==> src/rtl/synth_pkg.sv <==
// Shared definitions for the tone synthesiser.
//   VOICES         number of oscillator voices
//   tone_code_t    4-bit tone code, 0 = rest, 1..15 = chromatic note from C4
//   HALF_PERIOD    half-period table in 50 MHz clock cycles, entry 0 unused
//   shifted_half() half-period after the simulation speed-up shift, never below 1
package synth_pkg;

  localparam int VOICES = 4;

  typedef logic [3:0] tone_code_t;

  localparam int HALF_PERIOD [0:15] = '{
    0,     95556, 90193, 85131, 80353, 75843, 71587, 67568,
    63776, 60197, 56818, 53629, 50619, 47778, 45097, 42566
  };

  function automatic int shifted_half(input tone_code_t code, input int shift);
    int v;
    v = HALF_PERIOD[code] >> shift;
    return (v < 1) ? 1 : v;
  endfunction

endpackage

==> src/rtl/tone_osc.sv <==
// One square-wave voice.
//   clk_i, reset_i  clock, synchronous active-high reset
//   load_i          sample code_i this cycle
//   code_i          new tone code
//   sq_o            square output
//   active_o        latched code is nonzero
//   amp_o           current amplitude of this voice
// With TONE_SYNTH_DECAY_EN defined the amplitude restarts at VOICE_AMP on every
// nonzero load and then steps down by one every BEAT_TICKS/16 cycles, floor 4.
module tone_osc
  import synth_pkg::*;
#(
  parameter int DIV_WIDTH    = 17,
  parameter int PERIOD_SHIFT = 0,
  parameter int VOICE_AMP    = 15
`ifdef TONE_SYNTH_DECAY_EN
  , parameter int BEAT_TICKS = 6_250_000
`endif
) (
  input  logic       clk_i,
  input  logic       reset_i,
  input  logic       load_i,
  input  tone_code_t code_i,
  output logic       sq_o,
  output logic       active_o,
  output logic [3:0] amp_o
);

  tone_code_t           code_q, code_d;
  logic [DIV_WIDTH-1:0] ph_q, ph_d;
  logic                 sq_q, sq_d;
  logic [DIV_WIDTH-1:0] hp_m1;
  logic                 run;

  always_comb begin
    hp_m1 = DIV_WIDTH'(shifted_half(code_q, PERIOD_SHIFT) - 1);
  end

  always_comb begin
    code_d = code_q;
    ph_d   = ph_q;
    sq_d   = sq_q;
    run    = 1'b0;
    if (load_i) begin
      code_d = code_i;
      // A rest or a different note re-strikes from phase 0; the same note
      // keeps running so held notes do not glitch at the beat boundary.
      if (code_i == 4'd0 || code_i != code_q) begin
        ph_d = '0;
        sq_d = 1'b0;
      end else begin
        run = 1'b1;
      end
    end else if (code_q != 4'd0) begin
      run = 1'b1;
    end
    if (run) begin
      if (ph_q == hp_m1) begin
        ph_d = '0;
        sq_d = ~sq_q;
      end else begin
        ph_d = ph_q + 1'b1;
      end
    end
  end

  always_ff @(posedge clk_i) begin
    if (reset_i) begin
      code_q <= '0;
      ph_q   <= '0;
      sq_q   <= 1'b0;
    end else begin
      code_q <= code_d;
      ph_q   <= ph_d;
      sq_q   <= sq_d;
    end
  end

  assign sq_o     = sq_q;
  assign active_o = (code_q != 4'd0);

`ifdef TONE_SYNTH_DECAY_EN
  localparam int DECAY_TICKS = (BEAT_TICKS / 16 < 1) ? 1 : BEAT_TICKS / 16;
  localparam int DCW         = $clog2(DECAY_TICKS + 1);

  logic [DCW-1:0] dcnt_q, dcnt_d;
  logic [3:0]     amp_q, amp_d;

  always_comb begin
    dcnt_d = dcnt_q;
    amp_d  = amp_q;
    if (load_i && code_i != 4'd0) begin
      dcnt_d = '0;
      amp_d  = 4'(VOICE_AMP);
    end else if (dcnt_q == DCW'(DECAY_TICKS - 1)) begin
      dcnt_d = '0;
      if (amp_q > 4'd4) amp_d = amp_q - 4'd1;
    end else begin
      dcnt_d = dcnt_q + 1'b1;
    end
  end

  always_ff @(posedge clk_i) begin
    if (reset_i) begin
      dcnt_q <= '0;
      amp_q  <= '0;
    end else begin
      dcnt_q <= dcnt_d;
      amp_q  <= amp_d;
    end
  end

  assign amp_o = amp_q;
`else
  assign amp_o = 4'(VOICE_AMP);
`endif

endmodule

==> src/rtl/tone_synth.sv <==
// Playback end of the song sequencer: paces the sequencer with beat_tick,
// latches four tone codes each beat, runs four square-wave voices, mixes them
// into a 6-bit sample and drives a PWM audio pin.
//   clk, reset     clock, synchronous active-high reset
//   enable         1 = beat counter runs, 0 = counter holds
//   tone0..tone3   tone codes from the sequencer, 0 = rest
//   beat_tick      one-cycle step pulse to the sequencer
//   voice_active   bit v set while voice v holds a nonzero code
//   sample         registered mix, 0..4*VOICE_AMP
//   audio_pwm      PWM of sample over a 63-cycle period
// Optional feature macro: TONE_SYNTH_DECAY_EN (per-voice amplitude decay).
module tone_synth
  import synth_pkg::*;
#(
  parameter int BEAT_TICKS   = 6_250_000,
  parameter int DIV_WIDTH    = 17,
  parameter int PERIOD_SHIFT = 0,
  parameter int VOICE_AMP    = 15
) (
  input  logic       clk,
  input  logic       reset,
  input  logic       enable,
  input  logic [3:0] tone0,
  input  logic [3:0] tone1,
  input  logic [3:0] tone2,
  input  logic [3:0] tone3,
  output logic       beat_tick,
  output logic [3:0] voice_active,
  output logic [5:0] sample,
  output logic       audio_pwm
);

  localparam int CW = (BEAT_TICKS > 1) ? $clog2(BEAT_TICKS) : 1;

  logic [CW-1:0] cnt_q, cnt_d;
  logic          load_q;
  logic [5:0]    sample_q, sample_d;
  logic [5:0]    pwm_cnt_q, pwm_cnt_d;
  logic          pwm_q;

  tone_code_t          tones [VOICES];
  logic [VOICES-1:0]   sq;
  logic [3:0]          amp [VOICES];

  assign tones[0] = tone0;
  assign tones[1] = tone1;
  assign tones[2] = tone2;
  assign tones[3] = tone3;

  assign beat_tick = enable && (cnt_q == CW'(BEAT_TICKS - 1));

  always_comb begin
    cnt_d = cnt_q;
    if (enable) cnt_d = beat_tick ? '0 : cnt_q + 1'b1;
  end

  for (genvar v = 0; v < VOICES; v++) begin : g_voice
    tone_osc #(
      .DIV_WIDTH   (DIV_WIDTH),
      .PERIOD_SHIFT(PERIOD_SHIFT),
      .VOICE_AMP   (VOICE_AMP)
`ifdef TONE_SYNTH_DECAY_EN
      , .BEAT_TICKS(BEAT_TICKS)
`endif
    ) u_osc (
      .clk_i   (clk),
      .reset_i (reset),
      .load_i  (load_q),
      .code_i  (tones[v]),
      .sq_o    (sq[v]),
      .active_o(voice_active[v]),
      .amp_o   (amp[v])
    );
  end

  // Four voices of at most 15 each sum to at most 60, so 6 bits never wrap.
  always_comb begin
    sample_d = '0;
    for (int v = 0; v < VOICES; v++) begin
      if (sq[v]) sample_d = sample_d + {2'b00, amp[v]};
    end
  end

  assign pwm_cnt_d = (pwm_cnt_q == 6'd62) ? '0 : pwm_cnt_q + 6'd1;

  always_ff @(posedge clk) begin
    if (reset) begin
      cnt_q     <= '0;
      load_q    <= 1'b1;  // forces a tone load on the first cycle out of reset
      sample_q  <= '0;
      pwm_cnt_q <= '0;
      pwm_q     <= 1'b0;
    end else begin
      cnt_q     <= cnt_d;
      load_q    <= beat_tick;
      sample_q  <= sample_d;
      pwm_cnt_q <= pwm_cnt_d;
      pwm_q     <= (pwm_cnt_q < sample_q);
    end
  end

  assign sample    = sample_q;
  assign audio_pwm = pwm_q;

endmodule

==> config.mk <==
export PLATFORM = sky130hd
export DESIGN_NAME = tone_synth
export DESIGN_NICKNAME = d
export VERILOG_FILES = /design/src/rtl/synth_pkg.sv /design/src/rtl/tone_osc.sv /design/src/rtl/tone_synth.sv
export SDC_FILE = /design/constraint.sdc
export NUM_CORES = 1
export LEC_CHECK = 0
export ABC_CLOCK_PERIOD_IN_PS = 8500
export BUFFER_PORTS_ARGS = -buffer_cell sky130_fd_sc_hd__clkbuf_2
export CORE_ASPECT_RATIO = 0.6
export CORE_UTILIZATION = 50
export CTS_CLUSTER_DIAMETER = 100
export DETAILED_ROUTE_END_ITERATION = 10
export PLACE_DENSITY = 0.66
export SLEW_MARGIN = 10
export SYNTH_ARGS = -nofsm -noshare
export SYNTH_HDL_FRONTEND = slang
export SYNTH_SLANG_ARGS = --single-unit
==> constraint.sdc <==
create_clock -name clk -period 8.5 [get_ports clk]
set_input_delay 0.425 -clock clk [delete_from_list [all_inputs] [get_ports clk]]
set_output_delay 0.425 -clock clk [all_outputs]
set_load 0.02 [all_outputs]
Yosys cells after proc, flatten, opt, wreduce, memory -nomap -nowiden
Memories as Yosys holds them, arrays and structs flattened. Index checks and enable logic that the tools add are counted. W data, S select, Z words.

Register bits after elaboration: 125. Memory bits (read-only): 2048. Word-level logic and storage cells: 148. Memories kept: 4.

$add $sub $neg: 13. Order comparisons: 9. Equal/unequal tests: 10. Mux-type cells: 61. Bitwise operators: 8. Reduce and logical (&&, ||, !) cells: 26.

Memory list: (no name shown) (depth 16, bits a word 32, rd ports 1, clocked after Yosys merged registers in 0, write ports 0, line synth_pkg.sv:19) `v = HALF_PERIOD[code] >> shift;`; (no name shown) (depth 16, bits a word 32, rd ports 1, clocked after Yosys merged registers in 0, write ports 0, line synth_pkg.sv:19); (no name shown) (depth 16, bits a word 32, rd ports 1, clocked after Yosys merged registers in 0, write ports 0, line synth_pkg.sv:19); (no name shown) (depth 16, bits a word 32, rd ports 1, clocked after Yosys merged registers in 0, write ports 0, line synth_pkg.sv:19).

Operators by type and width (count): $mux W17 (20); $mux W32 (8); $lt A32 B2 Y1 const B (4); $add A17 B1 Y17 const B (4); $eq A17 B17 Y1 (4); $sub A17 B2 Y17 const B (4); $mux W1 (28); $add A23 B1 Y23 const B (1); $eq A23 B23 Y1 const B (1); $mux W23 (1); $ge A5 B5 Y1 const B (4); $not A4 Y5 (4); $add A6 B4 Y6 const B (3); $mux W6 (3); $logic_not A4 Y1 (4); $ne A4 B4 Y1 (4); $reduce_bool A2 Y1 (8); $reduce_bool A4 Y1 (4); $reduce_and A2 Y1 (4); $add A6 B1 Y6 const B (1); $eq A6 B6 Y1 const B (1); $lt A6 B6 Y1 (1); $logic_or A1 B1 Y1 (4); $mux W4 (1); other kinds (3) (6).

Depth between registers and ports, before layout
Gate-level depths: netlist (run 1).

Depth after elaboration: 10. Depth in mapped cells: 23. Mapped depth without buffers: 19.

Modules after synthesis
From an unflattened synthesis (run 1), not the netlist that was laid out.

Cell total of the unflattened synthesis: 1527. Area, all modules: 12179.2 µm².

Modules (own cells, without submodules): tone_osc (g_voice[0].u_osc ...) (instances 2, cells each 298, area each 2377.3 µm²); tone_osc (g_voice[3].u_osc) (instances 1, cells each 347, area each 2656.3 µm²); tone_osc (g_voice[1].u_osc) (instances 1, cells each 320, area each 2481.1 µm²); tone_synth (instances 1, cells each 264, area each 2287.2 µm²).

Worst setup path before layout (run 1)
Ideal clock, no wire load.

Path kind: reg2reg. Start point: register g_voice[2].u_osc.code_q[0]. End point: register g_voice[2].u_osc.ph_q[10]. Library setup time: 0.131 ns. Arrival time: 4.746 ns. Path slack: 3.623 ns. Stages on the path, launching flop included: 24. Path buffers: 4. Path through: dfxtp_1 clkbuf_1 inv_1 ha_1 or3b_1 clkbuf_1 or3_1 or4_1 or4_4 nor2_1 nor2_1 ha_1 inv_1 a2111o_1 nor4_4 xnor2_1 nor4_1 o2111ai_1 nor4_2 buf_4 inv_1 buf_2 a41oi_1 a31oi_1.

Elaborated cells between the ends (all ways): 19. Those cells by class: add/sub: 1; order compare: 1; eq/ne: 2; mux: 8; bitwise: 1; reduce/logical: 5; memory: 1.

RTL lines: start: declaration (line tone_osc.sv:29) `tone_code_t code_q, code_d;`; start signal: assignment (line tone_osc.sv:73) `code_q <= code_d;`; $reduce_bool A4 Y1 *; net g_voice[2].u_osc.active_o (line tone_osc.sv:25) `output logic active_o,`; $mux W1 * (line tone_osc.sv:54) `end else if (code_q != 4'd0) begin`; $mux W1 * (line tone_osc.sv:44) `if (load_i) begin`; $reduce_bool A2 Y1 (no line); $reduce_and A2 Y1 (no line); end signal: assignment (line tone_osc.sv:74) `ph_q <= ph_d;`; end: declaration (line tone_osc.sv:30) `logic [DIV_WIDTH-1:0] ph_q, ph_d;`.

The timed path passes the listed nets; every way through them passes the cells marked *. The select of a mux whose other input is x is not followed. A chain may end at the register's enable or synchronous reset.

Worst setup path in the final report (run 1)
Start point: register g_voice[2].u_osc.code_q[0]. End point: register g_voice[2].u_osc.ph_q[10].

Cells in the longest elaborated chain, start to end: 10. Elaborated cells between the ends (all ways): 19. Those cells by class: add/sub: 1; order compare: 1; eq/ne: 2; mux: 8; bitwise: 1; reduce/logical: 5; memory: 1.

RTL lines: $not A4 Y5 (not written as such) (line synth_pkg.sv:19); $mem_v2 Z16 W32; $mux W32 (not written as such) (2 in a row) (line synth_pkg.sv:19); $lt A32 B2 Y1 (line synth_pkg.sv:20) `return (v < 1) ? 1 : v;`; $mux W17 (line synth_pkg.sv:20); $sub A17 B2 Y17 (line tone_osc.sv:36) `hp_m1 = DIV_WIDTH'(shifted_half(code_q, PERIOD_SHIFT) - 1);`; $eq A17 B17 Y1 (line tone_osc.sv:58) `if (ph_q == hp_m1) begin`; $mux W17 (line tone_osc.sv:58); $mux W17 (line tone_osc.sv:57) `if (run) begin`.

Parallel ways exist; a longest one is shown, timed or not. The select of a mux whose other input is x is not followed.

==> metrics.md, run 1 <==
| Metric | Value |
|---|---|
| GR Util All Layers | 0.243 |
| Std-Cell Rows | 41 |
| Leakage | 4.60 nW |
| Critical path class | reg -> reg |
| Height of the die | 117 um |
| Largest net degree at the start of global routing | 79 |
| Post-Layout Inst Area | 0.0119 mm2 |
| Clk_skew | 0.00625 ns |
| Routed vias/inst | 6.10 |
| Clk root buf | clkbuf_16 |
| Placer Congestion | 0.936 |
| VDD IR-drop max | 0.139 mV |
| Internal | 1.27 mW |
| Worst Setup End Kind | flop |
| Longest Clk Path Bufs | 2 |
| Syn avg cell area | 7.85 um2 |
| WL per Instance | 16.2 um |
| Setup WS post-layout | about 3 ns |
| Top_reg_cell synth | dfxtp_1 |
| Min cycle time layout | 5.44 ns |
| Final Max Tran Viols | 0 |
| Worst skew pair latency | 0.42 ns |
| CTS clock-pin slew for the worst setup and hold paths | 0.06 ns |
| Net total in the final layout | 1455 |
| Cts bufs inserted | 17 |
| Hpwl dp | 19.6 mm |
| Flop pwr share | 0.335 |
| Seq/Total Area, Yosys | 0.226 |
| Die W | 194 um |
| CP max FO | 20 |
| PD cells | between 150 and 200 mW/mm2 |
| Initial antenna violation count | 0 |
| CP required | approximately 9 ns |
| DRC | 0 |
| Vias | between 10000 and 15000 |
| Initial core utilization | 0.518 |
| Synth unique cells | 83 |
| Status | complete, no violations |
| CTS Sinks | 125 |
| Clock share of power | 0.398 |
| Post-placement setup slack | 3.14 ns |
| Number of nets with antenna violations after routing | 0 |
| Post-cts sizing count | 0 |
| DP Area | 0.0113 mm2 |
| Die area | ~0.023 mm2 |
| Critical Path AT | 5.72 ns |
| Yosys warns | 0 |
| Net Switching | 610 uW |
| Syn Inst Count | between 1000 and 1500 |
| CTS tree | done |
| Overflow after GRT | 0 |
| Drt total wl | roughly 27 mm |
| Pwr Total | 1.88 mW |
| Htree depth | 4 |
| Detailed Routing Iterations Pass 1 | 5 |
| Hold WC Path Type | in -> reg |
| Post-CTS Setup Inserts | 0 |
| Number of global-route vias before repair | about 8900 |
| Sw frac | 0.325 |
| DRT iter0 DRCs | 932 |
| Syn_nets | 1482 |
| Fin. Hold Viols | 0 |
| Final setup fails | 0 |
| Synthesized flop and latch total | around 130 |
| Core area | 0.0213 mm2 |
| Final worst path period share | 0.639 |
| Combinational Power Share | 0.266 |
| Unrepaired setup endpoints after global routing | no |
| Diodes inserted | 0 |
| Max-Cap Viols | 0 |
| Post-cts hold buffer count | 0 |
| First-pass GRT wire length | between 40 and 50 mm |
| IO buf count | 30 |
| Number of synthesized flops with an enable pin | 0 |
| Area Growth Syn to Fin | 7.52% |
| Share of post-route cells with drive strength above 1 | 0.0882 |
| Synth async-reset ratio | 0 |
| Top achievable clock speed | about 0.18 GHz |
| Post-route setup TNS | 0 ns |
| Post-Syn Area | 0.0111 mm2 |
| Startpoint type of the worst setup path | flop |
| Slew HR | 0.272 |
| I/O pin count | 31 |
| Slew @ Worst Pin | 1.08 ns |
[final timing paths]
path | from | endpoint | slack [ns] | depth (start not counted)
worst max-delay path | g_voice[2].u_osc.code_q[0]$_SDFFE_PP0P_ | g_voice[2].u_osc.ph_q[10]$_SDFFE_PP0P_ | 3.06 | 20
worst min-delay path | tone1[1] | g_voice[1].u_osc.code_q[1]$_SDFFE_PP0P_ | 0.28 | 3
worst max register to register | g_voice[2].u_osc.code_q[0]$_SDFFE_PP0P_ | g_voice[2].u_osc.ph_q[10]$_SDFFE_PP0P_ | 3.06 | 20
worst min register to register | pwm_cnt_q[0]$_SDFF_PP0_ | pwm_cnt_q[0]$_SDFF_PP0_ | 0.47 | 1
[routing by layer]
metal	part of all wire	track usage
met4	0.0055	0.0471
met1	0.53	0.377
met5	0	0
met2	0.40	0.348
met3	0.058	0.0427
[cell type report]
| type | instances | area (um2) |
|---|---|---|
| fillers | 2014 | 9450 |
| flip-flops and latches | 125 | 2500 |
| clock buffers | 18 | 429 |
| repair buffers | 44 | 255 |
| inverters | 52 | 195 |
| well taps | 279 | 349 |
| multi-input cells | 1142 | 7990 |
| clock inverters | 14 | 170 |
[stage by stage]
step | util | hold slack, ns | std cells
6_report | 0.557 | 0.278 | 1674
2_1_floorplan | - | 0.430 | 1409
4_1_cts | 0.557 | 0.260 | 1674
5_1_grt | 0.557 | 0.273 | 1674
3_5_place_dp | 0.529 | 0.447 | 1642
3_3_place_gp | 0.529 | 0.448 | 1642
[worst max-delay path, stage by stage (launching register included)]
cell and delay, ns:
dfxtp_1 0.46, inv_1 0.23, ha_1 0.32, or3b_1 0.47, or3_1 0.35, or4_1 0.51
or4_4 0.51, nor2_1 0.10, nor2_1 0.05, ha_1 0.21, inv_1 0.08, a2111o_1 0.16
nor4_4 0.07, xnor2_1 0.17, nor4_1 0.39, o2111ai_1 0.18, nor4_2 0.24, buf_4 0.27
inv_1 0.21, a41oi_1 0.24, a31oi_1 0.06
[cell usage in the layout, fill, tap and decap left out, drive strengths merged, types with 8 or more instances in the layout]
cell / count
xor2: 60
nor3b: 11
clkbuf: 47
a31oi: 24
nand4: 24
xnor2: 67
o21ai: 37
inv: 52
nand3: 67
nor4b: 14
or2: 8
a21oi: 53
nor2b: 25
nor2: 135
o41ai: 19
nor3: 40
and3: 46
and2: 10
or3: 26
mux4: 16
a211oi: 16
mux2i: 30
o211ai: 15
o22a: 11
nor4: 32
o21a: 13
ha: 53
nand2b: 35
dfxtp: 125
or4: 15
nand2: 87
buf: 15
a21o: 20
a221oi: 9
o31ai: 13
[flip-flops by register name (all words and copies together), names as in the netlist]
| signal | count |
|---|---|
| sample | 6 |
| load_q | 1 |
| g_voice.u_osc.sq_o | 4 |
| g_voice.u_osc.ph_q | 68 |
| pwm_cnt_q | 6 |
| audio_pwm | 1 |
| g_voice.u_osc.code_q | 16 |
| cnt_q | 23 |
[synth_stat cells (all sizes together), types with 16 or more instances]
cell type / number / area share
nor4: 32 / 0.020
nand3: 67 / 0.030
o21ai: 37 / 0.017
clkbuf: 58 / 0.020
a21o: 20 / 0.014
nor3: 40 / 0.018
xor2: 60 / 0.048
ha: 53 / 0.060
buf: 32 / 0.015
a31oi: 24 / 0.014
o41ai: 19 / 0.015
nand2: 87 / 0.030
dfxtp: 125 / 0.23
and3: 46 / 0.026
mux2i: 30 / 0.027
or3: 26 / 0.015
inv: 51 / 0.017
a21oi: 53 / 0.024
nor2: 135 / 0.046
nor2b: 25 / 0.014
xnor2: 67 / 0.053
nand4: 24 / 0.014
mux4: 16 / 0.033
a211oi: 16 / 0.011
nand2b: 35 / 0.020
[power groups by stage]
| stage | Clock, mW | Combinational (mW) | Sequential, mW |
|---|---|---|---|
| 6_report | 0.748 | 0.500 | 0.630 |
| 3_3_place_gp | 0 | 0.485 | 0.641 |
| 5_1_grt | 0.790 | 0.551 | 0.633 |
| 2_1_floorplan | 0 | 0.405 | 0.626 |
| 3_5_place_dp | 0 | 0.488 | 0.642 |
| 4_1_cts | 0.764 | 0.491 | 0.629 |
[cell families after synthesis]
family,after synthesis,share of synthesized area
flops,125,0.226
mux,52,0.0658
compound gates,303,0.196
xor+xnor,127,0.101
simple gates,606,0.297
fa+ha+maj,54,0.0618
buf+inv,142,0.0526
(Power assumes the default switching activity.)
==> run 2, diff against run 1 <==
--- a/config.mk
+++ b/config.mk
@@ -5,13 +5,13 @@
 export SDC_FILE = /design/constraint.sdc
 export NUM_CORES = 1
 export LEC_CHECK = 0
-export ABC_CLOCK_PERIOD_IN_PS = 8500
+export ABC_CLOCK_PERIOD_IN_PS = 4780
 export BUFFER_PORTS_ARGS = -buffer_cell sky130_fd_sc_hd__clkbuf_2
 export CORE_ASPECT_RATIO = 0.6
 export CORE_UTILIZATION = 50
 export CTS_CLUSTER_DIAMETER = 100
 export DETAILED_ROUTE_END_ITERATION = 10
-export PLACE_DENSITY = 0.66
+export PLACE_DENSITY = 0.69
 export SLEW_MARGIN = 10
 export SYNTH_ARGS = -nofsm -noshare
 export SYNTH_HDL_FRONTEND = slang
==> constraint.sdc (replaced) <==
create_clock -name clk -period 4.78 [get_ports clk]
set_input_delay 0.239 -clock clk [delete_from_list [all_inputs] [get_ports clk]]
set_output_delay 0.239 -clock clk [all_outputs]
set_load 0.02 [all_outputs]
==> run 2 against run 1 <==
Count of clock-buffer cells in the layout rose by 3. Non-clock buffer count grew 48. Worst setup slack lost 3.0 ns. Global-route usage is 1.9 points higher. Critical path depth down 4. Utilization increased by 2.9 points. Sequential share of layout area fell by 1.0 points. Final area grew 5.2%. First-iteration DRC count grew 34%. Total power increased by 92%. Critical path type unchanged. Critical endpoint is now g_voice[3].u_osc.ph_q[14]$_SDFFE_PP0P_. Largest cell class unchanged. Largest power group unchanged.
==> metrics.md, run 2 (synthesis results as in run 1) <==
| Metric | Value |
|---|---|
| WL per Instance | 17.7 um (+9.1%) |
| DRT iter0 DRCs | 1249 (+34%) |
| Diodes inserted | 0 (unchanged) |
| Share of post-route cells with drive strength above 1 | 0.139 (+0.0508) |
| Final Max Tran Viols | 0 (unchanged) |
| DP Cell Count | 1680 (+2.3%) |
| Worst skew pair latency | 0.43 ns (about the same) |
| DP Area | 0.0116 mm2 (+2.7%) |
| Core area | 0.0213 mm2 (unchanged) |
| Drt total wl | 30.5 mm (+12%) |
| Critical Path AT | 5.01 ns (-0.71 ns) |
| Min cycle time layout | 4.70 ns (-0.736 ns) |
| Final worst path period share | 0.983 (+0.344) |
| Worst Setup End Kind | flop |
| CP max FO | 8 (-60%) |
| Htree depth | 4 (unchanged) |
| Net total in the final layout | 1506 (+3.5%) |
| Combinational Power Share | 0.283 (+0.017) |
| Std-Cell Rows | 41 (unchanged) |
| Die W | 194 um (unchanged) |
| Reg2Reg Setup Slack | 0.08 ns (-2.98 ns) |
| WHS | 0.0752 ns (-0.203 ns) |
| Clk root buf | clkbuf_16 |
| Final setup fails | 0 (unchanged) |
| I/O pin count | 31 (unchanged) |
| Slew @ Worst Pin | 1.00 ns (-0.0784 ns) |
| Clk_skew | 0.0101 ns (+0.00390 ns) |
| Flop pwr share | 0.306 (-0.029) |
| Vias | 11000 (+7.9%) |
| Util after Layout | 0.586 (+0.0290) |
| Die area | 0.0227 mm2 (unchanged) |
| Clock share of power | 0.410 (+0.012) |
| Final cell count without fillers | 1725 (+3.0%) |
| Top achievable clock speed | 0.213 GHz (+16%) |
| Post-Layout Inst Area | 0.0125 mm2 (+5.2%) |
| Height of the die | 117 um (unchanged) |
| Hpwl dp | 21.7 mm (+10%) |
| VDD IR-drop max | 0.257 mV (+85%) |
| Post-placement setup slack | 0.0422 ns (-3.09 ns) |
| CP required | 5.09 ns (-3.70 ns) |
| Initial antenna violation count | 0 (unchanged) |
| Overflow after GRT | 0 (unchanged) |
| CTS Sinks | 125 (unchanged) |
| Net Switching | 1.14 mW (+87%) |
| Leakage | 4.92 nW (+7.0%) |
| Max-Cap Viols | 0 (unchanged) |
| IO buf count | 30 (unchanged) |
| PD cells | 288 mW/mm2 (+83%) |
| Largest Register | g_voice.u_osc.ph_q |
| CTS clock-pin slew for the worst setup and hold paths | 0.06 ns (about the same) |
| Most frequent cells in the layout | nor2_1 (131), dfxtp_1 (124), nand2_1 (87), nand3_1 (67), xnor2_1 (66) |
| Initial core utilization | 0.518 (unchanged) |
| Routed vias/inst | 6.38 (+4.7%) |
| Top Registers | g_voice.u_osc.ph_q x68, cnt_q x23, g_voice.u_osc.code_q x16 |
| CTS tree | done |
| Sw frac | 0.316 (-0.00871) |
| Number of nets with antenna violations after routing | 0 (unchanged) |
| Number of global-route vias before repair | 9625 (+8.3%) |
| Commonest non-fill, non-tap cell in the layout | nor2_1 |
| First-pass GRT wire length | 49.0 mm (+7.0%) |
| Status | complete, no violations |
| Largest net degree at the start of global routing | 51 (-35%) |
| DRC | 0 (unchanged) |
| Detailed Routing Iterations Pass 1 | 8 (+3) |
| Startpoint type of the worst setup path | flop |
| Cts bufs inserted | 17 (unchanged) |
| Area Growth Syn to Fin | 13.1% |
| Hold WC Path Type | in -> reg |
| Critical path class | reg -> reg |
| Setup WS post-layout | 0.0806 ns (-2.98 ns) |
| Post-cts hold buffer count | 0 (unchanged) |
| Fin. Hold Viols | 0 (unchanged) |
| Placer Congestion | 1.03 (+10%) |
| GR Util All Layers | 0.262 (+0.0188) |
| Largest register FFs | 68 (unchanged) |
| Longest Clk Path Bufs | 2 (unchanged) |
| Internal | 2.47 mW (+95%) |
| Slew HR | 0.332 (+0.0603) |
run 2: cell types whose count changed in the layout (fill, tap and decap cells not counted), moves of 3 or more:
cell	before	now
buf_4	14	59
clkbuf_8	0	4
inv_1	51	47
inv_2	0	4
nor2_1	135	131
nor2_2	0	4
o21ai_0	34	30
clkinvlp_4	4	1
ha_1	53	50
nor4_1	30	27
nor4_4	1	4
o21ai_1	3	6
run 2: timing repair:
action / in CTS / in global routing
setup buffers: 0 / 9
gates resized for setup: 0 / 37
endpoints found under the setup margin: 0 / 69
run 2: through the flow:
step                      power (mW)  TNS, ns
final                           3.61        0
after detailed placement        2.06        0
after floorplan                 1.83        0
after CTS                       3.55        0
after global routing            3.77   -0.713
after global placement          2.05        0
run 2: power by group through the flow:
stage | Combinational, mW | Clock (mW) | Sequential [mW]
2_1_floorplan | 0.721 | 0 | 1.11
3_3_place_gp | 0.921 | 0 | 1.13
3_5_place_dp | 0.939 | 0 | 1.13
4_1_cts | 0.947 | 1.50 | 1.10
5_1_grt | 1.11 | 1.54 | 1.11
6_report | 1.02 | 1.48 | 1.11
run 2: final cells by class:
type / count / area [um2]
clock buffers: 21 / 480
multi-input cells: 1145 / 8170
repair buffers: 92 / 629
flip-flops and latches: 125 / 2500
fillers: 1923 / 8830
well taps: 279 / 349
clock inverters: 11 / 186
inverters: 52 / 195
run 2: path summary, 6_finish.rpt:
path                                                  end                                     from  cells after the start
setup / recovery   g_voice[3].u_osc.ph_q[14]$_SDFFE_PP0P_  g_voice[3].u_osc.code_q[1]$_SDFFE_PP0P_                     16
hold / removal    g_voice[1].u_osc.code_q[2]$_SDFFE_PP0P_                                 tone1[2]                      3
setup reg to reg   g_voice[3].u_osc.ph_q[14]$_SDFFE_PP0P_  g_voice[3].u_osc.code_q[1]$_SDFFE_PP0P_                     16
hold reg to reg                   pwm_cnt_q[0]$_SDFF_PP0_                  pwm_cnt_q[0]$_SDFF_PP0_                      1
run 2: worst max-delay path, cell delays in order, from the launching register on:
cell	delay, ns
dfxtp_1	0.38
inv_1	0.12
ha_1	0.27
mux4_2	0.58
or3_4	0.44
or3_1	0.41
nor2_2	0.15
a21oi_1	0.09
ha_1	0.29
o211ai_1	0.13
nor4_1	0.10
a41oi_1	0.27
nand4_1	0.21
nor4_4	0.43
and4_4	0.38
nor4_1	0.07
o31a_1	0.27
run 2: per-layer routing:
metal | global-route usage | share of wire | up-vias
met4 | 0.0566 | 0.011 | 0
met5 | 0 | 0 | -
met3 | 0.0556 | 0.083 | 49
li1 | - | - | 5269
met2 | 0.388 | 0.42 | 457
met1 | 0.388 | 0.49 | 5233
==> run 3, diff against run 2 <==
--- a/config.mk
+++ b/config.mk
@@ -5,6 +5,7 @@
 export SDC_FILE = /design/constraint.sdc
 export NUM_CORES = 1
 export LEC_CHECK = 0
+export ABC_AREA = 1
 export ABC_CLOCK_PERIOD_IN_PS = 4780
 export BUFFER_PORTS_ARGS = -buffer_cell sky130_fd_sc_hd__clkbuf_2
 export CORE_ASPECT_RATIO = 0.6
==> run 3 against run 2 <==
Total power fell by 7.0%. Cell count rose by 24%. Hold slack improved by 0.011 ns. Clock skew fell by 0.0014 ns. Combinational power fell by 14%. Synthesized cell count rose by 29%. Clock power fell by 7%. Fmax rose by 9.9%. Area after synthesis rose by 2.4%. Routed wire length fell by 4.8%. Largest power group unchanged.
==> metrics.md, run 3 <==
| Metric | Value |
|---|---|
| CTS clock-pin slew for the worst setup and hold paths | 0.06 ns (about the same) |
| Number of synthesized flops with an enable pin | 0 (unchanged) |
| DRC | 0 (unchanged) |
| DP Area | 0.0116 mm2 (about the same) |
| Crit path top cell by count | nand2_1 |
| Number of global-route vias before repair | 10100 (+5.2%) |
| Yosys warns | 0 (unchanged) |
| Post-cts sizing count | 0 (unchanged) |
| Startpoint type of the worst setup path | flop |
| PD cells | 275 mW/mm2 (-4.7%) |
| WL per Instance | 13.6 um (-23%) |
| Hold path startpoint | tone3[1] |
| Count leader, synth | nand2_1 |
| Seq/Total Area, Yosys | 0.221 (-0.00527) |
| Leakage | 5.43 nW (+10%) |
| Placer Congestion | 0.985 (-4.6%) |
| Post-synth top cells | nand2_1 (451), inv_1 (220), nand3_1 (198), nor2_1 (166), dfxtp_1 (125) |
| Routed vias/inst | 5.33 (-16%) |
| Synthesized flop and latch total | 125 (unchanged) |
| Share of post-route cells with drive strength above 1 | 0.109 (-0.0299) |
| Die area | 0.0233 mm2 (+2.4%) |
| Slew HR | 0.260 (-0.0721) |
| Unrepaired setup endpoints after global routing | no |
| Initial antenna violation count | 0 (unchanged) |
| Htree depth | 4 (unchanged) |
| Top area cells in the synthesized netlist | dfxtp_1 (22%), nand2_1 (15%), nand3_1 (8.8%) |
| Post-Layout Inst Area | 0.0122 mm2 (-2.4%) |
| GR Util All Layers | 0.254 (-0.00786) |
| Hold path cells | 3 (unchanged) |
| Slew @ Worst Pin | 1.11 ns (+0.110 ns) |
| Post-Syn Area | 0.0113 mm2 (+2.4%) |
| Reg2Reg Setup Slack | 0.50 ns (+0.42 ns) |
| Overflow after GRT | 0 (unchanged) |
| Detailed Routing Iterations Pass 1 | 6 (-2) |
| Worst reg2reg endpoint | g_voice[0].u_osc.ph_q[4]$_SDFFE_PP0P_ |
| Final Max Tran Viols | 0 (unchanged) |
| Longest Clk Path Bufs | 2 (unchanged) |
| Most frequent cells in the layout | nand2_1 (451), inv_1 (220), nand3_1 (198), nor2_1 (166), dfxtp_1 (125) |
| CTS Sinks | 125 (unchanged) |
| Pwr Total | 3.35 mW (-7.0%) |
| Synth async-reset ratio | 0 (unchanged) |
| First-pass GRT wire length | 48.9 mm (-0.14%) |
| Largest Register | g_voice.u_osc.ph_q |
| Worst Setup End Kind | flop |
| Top_reg_cell synth | dfxtp_1 |
| Post-route setup TNS | 0 ns (unchanged) |
| Die W | 196 um (+1.2%) |
| Top achievable clock speed | 0.234 GHz (+9.9%) |
| Clk_skew | 0.00873 ns (-0.00141 ns) |
| Critical Path AT | 4.55 ns (-0.46 ns) |
| Net total in the final layout | 1893 (+26%) |
| Diodes inserted | 0 (unchanged) |
| Drt total wl | 29.0 mm (-4.8%) |
| I/O pin count | 31 (unchanged) |
| Initial core utilization | 0.512 (-0.00642) |
| IO buf count | 30 (unchanged) |
| Area Growth Syn to Fin | 7.80% |
| VDD IR-drop max | 0.247 mV (-4.1%) |
| Commonest non-fill, non-tap cell in the layout | nand2_1 |
| Yosys top cell area share | 0.221 (-0.00527) |
| Critical path class | reg -> reg |
| Util after Layout | 0.552 (-0.0345) |
| Worst r2r path cells | 24 (+8) |
| Max stage delay on crit path | 0.53 ns (-0.05 ns) |
| Hpwl dp | 22.0 mm (+1.3%) |
| Final worst path period share | 0.895 (-0.0884) |
| Critical path's slowest cell | dfxtp_1 |
| Max-Cap Viols | 0 (unchanged) |
| R2R Path Start | g_voice[0].u_osc.code_q[0]$_SDFFE_PP0P_ |
| Clk root buf | clkbuf_16 |
| Worst skew pair latency | 0.43 ns (about the same) |
| Fin. Hold Viols | 0 (unchanged) |
| Core area | 0.0221 mm2 (+3.7%) |
| CTS tree | done |
| Final setup fails | 0 (unchanged) |
| Min cycle time layout | 4.28 ns (-0.423 ns) |
| Hold WC Path Type | in -> reg |
| Largest net degree at the start of global routing | 71 (+39%) |
| Cell type with the largest total area after synthesis | dfxtp_1 |
| Cells along the critical path | inv_2 > ha_1 > inv_1 > nand2_1 > nand2_1 > nand2_1 > nand2_1 > nor2_2 > nand3_1 > nor2_1 > nand2_2 > nand2_1 > inv_1 > ha_1 > nand2_2 > nor2_4 > xor2_1 > xor2_1 > a21oi_1 > nand2_1 > nor2_1 > nand3_2 > nand3_1 > a21oi_1 |
| Number of nets with antenna violations after routing | 0 (unchanged) |
| Post-cts hold buffer count | 0 (unchanged) |
| Status | complete, no violations |
| Height of the die | 119 um (+1.2%) |
| Cts bufs inserted | 17 (unchanged) |
| Syn avg cell area | 6.23 um2 (-21%) |
| Hold Path End | g_voice[3].u_osc.code_q[1]$_SDFFE_PP0P_ |
| CP max FO | 17 (+9) |
| WHS | 0.0862 ns (+0.0110 ns) |
| DRT iter0 DRCs | 1097 (-12%) |
| Top Registers | g_voice.u_osc.ph_q x68, cnt_q x23, g_voice.u_osc.code_q x16 |
| Largest register FFs | 68 (unchanged) |
| CP required | 5.05 ns (-0.04 ns) |
| Post-CTS Setup Inserts | 0 (unchanged) |
| Synth unique cells | 47 (-43%) |
| Vias | 11400 (+3.7%) |
| Syn_nets | 1890 (+28%) |
| Syn Inst Count | 1817 (+29%) |
| Std-Cell Rows | 42 (+2.4%) |
-- run 3: worst max path at each step --
stage	cells past startpoint	from	endpoint
finish	24	g_voice[0].u_osc.code_q[0]$_SDFFE_PP0P_	g_voice[0].u_osc.ph_q[4]$_SDFFE_PP0P_
floorplan	28	g_voice[0].u_osc.code_q[0]$_SDFFE_PP0P_	g_voice[0].u_osc.ph_q[16]$_SDFFE_PP0P_
global placement	26	g_voice[0].u_osc.code_q[0]$_SDFFE_PP0P_	g_voice[0].u_osc.ph_q[3]$_SDFFE_PP0P_
CTS	24	g_voice[0].u_osc.code_q[0]$_SDFFE_PP0P_	g_voice[0].u_osc.ph_q[3]$_SDFFE_PP0P_
global route	24	g_voice[0].u_osc.code_q[0]$_SDFFE_PP0P_	g_voice[0].u_osc.ph_q[1]$_SDFFE_PP0P_
detailed placement	24	g_voice[0].u_osc.code_q[0]$_SDFFE_PP0P_	g_voice[0].u_osc.ph_q[3]$_SDFFE_PP0P_
-- run 3: where the power goes --
| part | total [mW] | switching, mW | internal, mW |
|---|---|---|---|
| clock | 1.37 | 0.496 | 0.873 |
| combinational | 0.881 | 0.597 | 0.284 |
| sequential | 1.11 | 0.0436 | 1.06 |
-- run 3: final cells by class --
class                           instances  area (um2)
Clock inverter                         10         136
Inverter                              243         920
Fill cell                            2243        9920
Multi-Input combinational cell       1394        7560
Sequential cell                       125        2500
Timing Repair Buffer                   39         218
Tap cell                              308         385
Clock buffer                           22         484
-- run 3: logic make-up (layout without fill, tap and decap cells) --
| logic type | Yosys count | in the layout | share of synthesized area |
|---|---|---|---|
| AO/OA/AOI/OAI | 226 | 226 | 0.113 |
| XOR/XNOR | 122 | 122 | 0.0950 |
| adder cells (fa/ha/maj) | 54 | 54 | 0.0603 |
| buffers and inverters | 298 | 314 | 0.112 |
| flip-flops | 125 | 125 | 0.221 |
| AND/OR/NAND/NOR | 992 | 992 | 0.399 |
-- run 3: per-layer routing --
layer	vias up	part of all wire	wire length (um)	track usage
li1	5849	-	-	-
met1	5173	0.52	15100	0.393
met2	375	0.40	11700	0.358
met3	14	0.069	1990	0.0457
met4	0	0.0071	206	0.0566
met5	-	0	0	0
-- run 3: per-stage QoR --
| stage | setup slack [ns] | std cells |
|---|---|---|
| 2_1_floorplan | 1.45 | 1817 |
| 3_3_place_gp | 0.860 | 2109 |
| 3_5_place_dp | 0.591 | 2109 |
| 4_1_cts | 0.529 | 2141 |
| 5_1_grt | 0.116 | 2141 |
| 6_report | 0.503 | 2141 |
-- run 3: worst max-delay path, delay by kind of cell, from the launching register on --
kind                     cells  cell delay, ns
AND/OR/NAND/NOR             15            2.10
adder cells (fa/ha/maj)      2            0.58
flip-flops                   1            0.53
XOR/XNOR                     2            0.44
buffers and inverters        3            0.26
AO/OA/AOI/OAI                2            0.23
